$ cat src/rtl/aes_pkg.sv
`default_nettype none
// ============================================================================
// Module      : aes_pkg
// Description : AES-128 round-controller types and GF(2^8) round helpers.
// Revision    : 1.0 - initial release
// ============================================================================
package aes_pkg;

    localparam int NR_AES128 = 10;

    typedef enum logic [2:0] {
        ST_IDLE = 3'd0,
        ST_KEY  = 3'd1,
        ST_SUB  = 3'd2,
        ST_MIX  = 3'd3,
        ST_DONE = 3'd4
    } ctrl_state_e;

    function automatic logic [7:0] xtime(input logic [7:0] b);
        return {b[6:0], 1'b0} ^ (b[7] ? 8'h1B : 8'h00);
    endfunction

    // Byte k of the state lives at bits [127-8k -: 8]; k = row + 4*column.
    function automatic logic [127:0] shift_rows(input logic [127:0] s);
        logic [127:0] o;
        o = '0;
        for (int c = 0; c < 4; c++) begin
            for (int r = 0; r < 4; r++) begin
                o[127-8*(r+4*c) -: 8] = s[127-8*(r+4*((c+r)%4)) -: 8];
            end
        end
        return o;
    endfunction

    function automatic logic [127:0] mix_columns(input logic [127:0] s);
        logic [127:0] o;
        logic [7:0]   a0, a1, a2, a3;
        o = '0;
        for (int c = 0; c < 4; c++) begin
            a0 = s[127-32*c -: 8];
            a1 = s[119-32*c -: 8];
            a2 = s[111-32*c -: 8];
            a3 = s[103-32*c -: 8];
            o[127-32*c -: 8] = xtime(a0) ^ xtime(a1) ^ a1 ^ a2 ^ a3;
            o[119-32*c -: 8] = a0 ^ xtime(a1) ^ xtime(a2) ^ a2 ^ a3;
            o[111-32*c -: 8] = a0 ^ a1 ^ xtime(a2) ^ xtime(a3) ^ a3;
            o[103-32*c -: 8] = xtime(a0) ^ a0 ^ a1 ^ a2 ^ xtime(a3);
        end
        return o;
    endfunction

endpackage
`default_nettype wire

$ cat src/rtl/aes_shift_mix.sv
`default_nettype none
// ============================================================================
// Module      : aes_shift_mix
// Description : Combinational ShiftRows + MixColumns; MixColumns skipped in the last round.
// Revision    : 1.0 - initial release
// ============================================================================
module aes_shift_mix
    import aes_pkg::*;
(
    input  logic [127:0] state_in,
    input  logic         last_round,
    output logic [127:0] state_out
);

    logic [127:0] w_shifted;

    assign w_shifted = shift_rows(state_in);
    assign state_out = last_round ? w_shifted : mix_columns(w_shifted);

endmodule
`default_nettype wire

$ cat src/rtl/aes_round_ctrl.sv
`default_nettype none
// ============================================================================
// Module      : aes_round_ctrl
// Description : Sequences one AES-128 encryption over an external S-box unit and key schedule.
// Revision    : 1.0 - initial release
// ============================================================================
module aes_round_ctrl
    import aes_pkg::*;
#(
    parameter int NR          = NR_AES128,
    parameter int SUB_TIMEOUT = 64
) (
    input  logic         clk,
    input  logic         rst,
    input  logic         start,
    input  logic [127:0] data_in,
    output logic         ready,
    output logic [127:0] data_out,
    output logic         done,
    output logic         err,
    output logic [127:0] sub_data,
    output logic         sub_en,
    input  logic [127:0] sub_result,
    input  logic         sub_valid,
    output logic         rk_req,
    output logic [3:0]   rk_idx,
    input  logic [127:0] rk_data,
    input  logic         rk_valid
);

    localparam int               TMO_W        = $clog2(SUB_TIMEOUT + 1);
    localparam logic [3:0]       C_ROUND_LAST = 4'(NR);
    localparam logic [TMO_W-1:0] C_TMO_LAST   = TMO_W'(SUB_TIMEOUT - 1);

    ctrl_state_e      r_fsm;
    ctrl_state_e      w_fsm_next;
    logic [127:0]     r_state;
    logic [3:0]       r_round;
    logic [TMO_W-1:0] r_tmo;
    logic [127:0]     r_data_out;
    logic [127:0]     w_mix_out;
    logic             w_last_round;
    logic             w_tmo_expired;

    assign w_last_round  = (r_round == C_ROUND_LAST);
    assign w_tmo_expired = (r_tmo == C_TMO_LAST);

    aes_shift_mix u_shift_mix (
        .state_in   (r_state),
        .last_round (w_last_round),
        .state_out  (w_mix_out)
    );

    always_ff @(posedge clk or negedge rst) begin
        if (!rst) begin
            r_fsm <= ST_IDLE;
        end else begin
            r_fsm <= w_fsm_next;
        end
    end

    always_comb begin
        w_fsm_next = r_fsm;
        case (r_fsm)
            ST_IDLE: if (start)     w_fsm_next = ST_KEY;
            ST_KEY:  if (rk_valid)  w_fsm_next = w_last_round ? ST_DONE : ST_SUB;
            ST_SUB: begin
                if (sub_valid)          w_fsm_next = ST_MIX;
                else if (w_tmo_expired) w_fsm_next = ST_IDLE;
            end
            ST_MIX:  w_fsm_next = ST_KEY;
            ST_DONE: w_fsm_next = ST_IDLE;
            default: w_fsm_next = ST_IDLE;
        endcase
    end

    always_comb begin
        ready    = (r_fsm == ST_IDLE);
        rk_req   = (r_fsm == ST_KEY);
        sub_en   = (r_fsm == ST_SUB);
        done     = (r_fsm == ST_DONE);
        err      = (r_fsm == ST_SUB) && !sub_valid && w_tmo_expired;
        sub_data = (r_fsm == ST_SUB) ? r_state : '0;
        rk_idx   = r_round;
        data_out = r_data_out;
    end

    // Ciphertext is captured on the final key add so it is already valid while done is high.
    always_ff @(posedge clk or negedge rst) begin
        if (!rst) begin
            r_state    <= '0;
            r_round    <= '0;
            r_tmo      <= '0;
            r_data_out <= '0;
        end else begin
            r_tmo <= (r_fsm == ST_SUB) ? r_tmo + 1'b1 : '0;
            case (r_fsm)
                ST_IDLE: begin
                    if (start) begin
                        r_state <= data_in;
                        r_round <= '0;
                    end
                end
                ST_KEY: begin
                    if (rk_valid) begin
                        r_state <= r_state ^ rk_data;
                        if (w_last_round) begin
                            r_data_out <= r_state ^ rk_data;
                        end else begin
                            r_round <= r_round + 1'b1;
                        end
                    end
                end
                ST_SUB: begin
                    if (sub_valid) begin
                        r_state <= sub_result;
                    end
                end
                ST_MIX: begin
                    r_state <= w_mix_out;
                end
                default: begin
                end
            endcase
        end
    end

endmodule
`default_nettype wire

$ cat config.mk
export PLATFORM = sky130hd
export DESIGN_NAME = aes_round_ctrl
export DESIGN_NICKNAME = d
export VERILOG_FILES = /design/src/rtl/aes_pkg.sv /design/src/rtl/aes_shift_mix.sv /design/src/rtl/aes_round_ctrl.sv
export SDC_FILE = /design/constraint.sdc
export NUM_CORES = 1
export LEC_CHECK = 0
export CAP_MARGIN = 25
export CORE_AREA = 2 2 255 257
export DETAILED_ROUTE_END_ITERATION = 6
export DIE_AREA = 0 0 257 259
export PLACE_DENSITY_LB_ADDON = 0.05
export SYNTH_ARGS = -nofsm -noshare
export SYNTH_HDL_FRONTEND = slang
export SYNTH_SLANG_ARGS = --single-unit
$ cat constraint.sdc
create_clock -name clk -period 3.1 [get_ports clk]
set_input_delay 0.62 -clock clk [delete_from_list [all_inputs] [get_ports clk]]
set_output_delay 0.62 -clock clk [all_outputs]
set_load 0.02 [all_outputs]
# Yosys cells after proc, flatten, opt, wreduce, memory -nomap -nowiden
# Cells that the tools add are included.
# totals
word_cells	145
reg_bits	270
out_inout_bits	265
# classes
n_reduce_logical	11
bitwise	81
eq_ne	12
n_mux	33
add_sub_neg	2
# ops
operator	n
$mux W128	5
$xor A8 B8 Y8	78
$pmux W128 S4	1
$xor A128 B128 Y128	1
$mux W5	16
$xor A8 B5 Y8	2
$mux W3	5
$mux W4	3
$pmux W3 S4	1
$pmux W4 S2	1
$reduce_and A4 Y1	2
$add A7 B1 Y7 const B	1
$eq A7 B6 Y1 const B	1
$mux W7	1
$eq A3 B2 Y1 const B	2
$ne A2 B2 Y1 const B	3
$reduce_and A3 Y1	2
$reduce_and A5 Y1	1
$add A4 B1 Y4 const B	1
$eq A4 B4 Y1 const B	1
$ne A2 B1 Y1 const B	2
$reduce_bool A4 Y1	1
$eq A3 B1 Y1 const B	1
$eq A3 B3 Y1 const B	1
other kinds (5)	6

# Logic depth before layout (Yosys ltp)
# depth
depth_word	8
ltp_mapped	10
ltp_nobuf	6

# Hierarchy
# From an unflattened synthesis, not the netlist that was laid out.
# unflattened
cells_unflattened	2557
hier_area_um2	20878.8
# modules_own_cells
module	area_per_inst_um2	cells_each	seq_area_each_um2	n_inst
aes_round_ctrl	15476.1	1814	6756.5	1
aes_shift_mix	5402.7	743	0.0	1

# Worst setup path after synthesis
# No wires, ideal clock.
# synth_timing
path_kind	reg2out
startpoint	register r_fsm[0]
endpoint	output sub_data[118]
path_buffers	3
arrival_ns	1.725
setup_slack_ns	0.755
t_required_ns	2.480
path_stages_with_launch	8
cell_sequence	dfrtp_1 > buf_4 > inv_1 > nand2_1 > inv_1 > clkbuf_1 > clkbuf_1 > and2_1
# synth_via
elab_chain_len	2
# synth_rtl
element	line	source
start: declaration	aes_round_ctrl.sv:35	ctrl_state_e r_fsm;
start signal: assignment	aes_round_ctrl.sv:58	r_fsm <= w_fsm_next;
$eq A3 B2 Y1	-	
named net sub_en	aes_round_ctrl.sv:22	output logic sub_en,
$mux W128	aes_round_ctrl.sv:83	sub_data = (r_fsm == ST_SUB) ? r_state : '0;
end: declaration	aes_round_ctrl.sv:21	output logic [127:0] sub_data,
# The timed path passes the listed nets, and every way through them passes these cells.

# Worst setup path after layout
# layout_timing
startpoint	register r_fsm[1]
endpoint	output sub_data[23]
# layout_via
elab_chain_len	2
# layout_rtl
element	line
$eq A3 B2 Y1	aes_round_ctrl.sv:83
$mux W128	aes_round_ctrl.sv:83
# Every way passes these cells.

==> out/summary.txt <==
port bufs -> 653
Fillers -> 6202
deepest clock path buffer count -> 3
Routed WL per cell -> 30.3 um
Ys Warns -> 0
I/O pins -> 654
worst setup path class -> flip-flop to primary output
Post-Layout Cell Count -> 3784
synthesized cell area -> 20600 um2
Post-synth EDFFs -> 0
DRC Markers -> 0
DRT antenna net count -> 0
cell area power density -> 1500 nW/um2
Starting Density -> 32.3%
crit-path cells -> nor2b_2 > nand2_2 > buf_6 > nor2_1 > clkdlybuf4s50_1
Synth cell types -> 58
status -> finished, final reports clean
initial antenna violation count -> 24
reg2reg start -> r_fsm[0]
Multi-input gate area -> 12400 um2
CTS Hold Bufs -> 0
design area -> 29700 um2
vias per inst -> 5.50
HP Class -> input port to async pin
clock latency on the worst-skew pair -> 0.57 ns
syn_nets -> 2745
max incr delay on CP -> 0.57 ns
Core Area -> 63900 um2
total CTS buffers -> 38
DP HPWL -> 86.6 mm
Hold Vio Cnt, Final -> 0
grt ovf -> 0
Syn-to-layout area delta -> 43.9%
total track usage -> 33.4%
Avg Cell Area, Syn -> 8.77 um2
Syn Inst Count -> 2353
root buffer cell -> clkbuf_16
Sinks on Clock Net -> 270
Tmin final -> 3.08 ns
Post-Place Cells -> 3700
Worst Setup SP -> r_fsm[1]
Worst-Margin Slew -> 0.916 ns
share of synthesized registers carrying an async set or reset -> 100%
Vert. Die Dim -> 259 um
commonest non-fill, non-tap cells in the layout -> 546 x clkdlybuf4s50_1, 348 x xnor2_1, 268 x dfrtp_1
largest net degree at the start of global routing -> 174
commonest non-fill, non-tap cell in the layout -> clkdlybuf4s50_1
max_slew headroom -> 38.5%
Max H-tree Level -> 2
Finish-stage setup viols -> 0
CTS tree -> done
clk slew on worst S/H paths -> 0.05 ns
Worst Path Required -> 2.48 ns
CP arrival -> 2.46 ns
Core Rows -> 93
Synth Flop Type -> dfrtp_1
Storage cell area -> 6760 um2
vias post-DR -> 20.8k
die width -> 257 um
share of layout cells above drive strength 1 -> 7.42%
vias in the first global route -> 21.2k
Slowest cell on crit path -> clkdlybuf4s50_1
unrepaired setup endpoints after global routing -> true
crit start category -> flip-flop
Routed WL -> 115 mm
die area -> 66600 um2
worst-path maximum fanout -> 29
CP endpoint kind -> primary output
GP Congestion -> 0.919
Max Fclk -> 324 MHz
period utilization -> 99.5%
first-pass GRT wire length -> 160 mm
#FFs+latches synth -> 270
final net count -> 3279
Clock Skew -> 0.0199 ns
drt first pass iters -> 5
Util after Layout -> 46.5%
Worst VDD drop -> 0.000817 V
placed cell area -> 28200 um2
First DRT Iteration DRCs -> 1792
Max Cap Viol -> 0
Seq/Total Area, Yosys -> 32.7%
Leak -> 13.3 nW
Slew Limit Fails -> 0
==> report_power, final <==
part	internal, W	switching [W]	leakage [nW]
Combinational	0.0138	0.0178	9.36
Clock	0.00276	0.00184	0.605
Sequential	0.00529	0.00290	3.33
==> metal layers <==
metal	GRT usage (%)	vias to the layer above	share of wire [%]	routed length, um
li1	-	9117	-	-
met1	43.0	10400	41	47100
met2	54.8	1053	47	53400
met3	7.24	201	8.2	9450
met4	13.1	20	4.0	4600
met5	0	-	0.10	120
==> cells in the mapped netlist (2+ instances only) <==
cell type | count | area [um2]
xnor2_1 | 348 | 3050
dfrtp_1 | 270 | 6760
nand2_1 | 267 | 1000
clkbuf_1 | 185 | 694
o21ai_0 | 155 | 776
and2_1 | 107 | 669
a22oi_1 | 87 | 653
xor2_1 | 84 | 736
inv_1 | 83 | 312
o22ai_1 | 80 | 500
nor2_1 | 79 | 297
o221ai_1 | 74 | 648
buf_2 | 65 | 325
nand2b_1 | 49 | 307
nor3_1 | 49 | 245
xnor3_1 | 48 | 1080
o21ai_1 | 47 | 235
a211oi_1 | 41 | 308
a21oi_1 | 38 | 190
a21o_1 | 29 | 218
o211ai_1 | 24 | 180
a221oi_1 | 20 | 175
a22o_1 | 18 | 158
nand3_1 | 16 | 80.1
xor3_1 | 15 | 357
buf_4 | 14 | 105
buf_1 | 9 | 33.8
xnor2_2 | 9 | 146
nor2b_1 | 5 | 31.3
a2bb2oi_1 | 3 | 26.3
and3_1 | 3 | 18.8
buf_6 | 3 | 33.8
ha_1 | 3 | 37.5
o2bb2ai_1 | 2 | 17.5
==> repair_timing <==
| action | CTS | global route |
|---|---|---|
| hold endpoints to repair | 0 | 0 |
| gates cloned | 1 | 1 |
| setup endpoints to repair | 85 | 81 |
| buffers inserted | 0 | 0 |
| gates resized for setup | 39 | 66 |
==> flip-flops by register name, summed over array words and instances, names as in the netlist <==
| register | cells |
|---|---|
| rk_idx | 4 |
| r_fsm | 3 |
| data_out | 128 |
| r_tmo | 7 |
| r_state | 128 |
==> final timing paths <==
path,slack (ns),to,cells after the start
worst max-delay path,0.02,sub_data[23],5
worst min-delay path,0.08,data_out[84],1
worst max register to register,0.39,data_out[35],7
worst min register to register,0.48,data_out[120],2
max in group asynchronous,2.21,data_out[46],2
min in group clk,0.48,data_out[120],2
==> per-stage QoR <==
step                total power (W)  worst slack, ns  TNS, ns  hold WS, ns
floorplan                    0.0267            0.755        0        0.324
global placement             0.0390            0.285        0        0.461
detailed placement           0.0393            0.314        0        0.470
CTS                          0.0440          -0.0835    -2.05        0.123
global route                 0.0463          -0.0180  -0.0526        0.130
finish                       0.0444           0.0167        0       0.0847
==> cell type report <==
type / instances / share of cell area, %
flip-flops and latches: 270 / 22.8
well taps: 855 / 3.60
repair buffers: 770 / 26.2
inverters: 84 / 1.10
diodes: 17 / 0.143
multi-input cells: 1723 / 41.9
clock inverters: 13 / 0.582
clock buffers: 52 / 3.63
==> cells by family (layout without fill, tap and decap cells) <==
family                     count (synthesis)  after routing  synth area share, %
muxes                                      2              2                0.103
other                                      0             17                    0
xor gates and xnor gates                 505            505                 26.1
adders and majority gates                  3              3                0.182
and+or+nand+nor                          585            585                 13.3
AOI/OAI and AO/OA                        628            628                 20.3
DFF                                      270            270                 32.7
buffers and inverters                    360            919                 7.31
==> critical path, delay by kind of cell, from the launching register on <==
family        cells  cell delay, ns
buf+inv           2            0.95
simple gates      3            0.45
flops             1            0.47
Power figures use the tool's default switching activity.
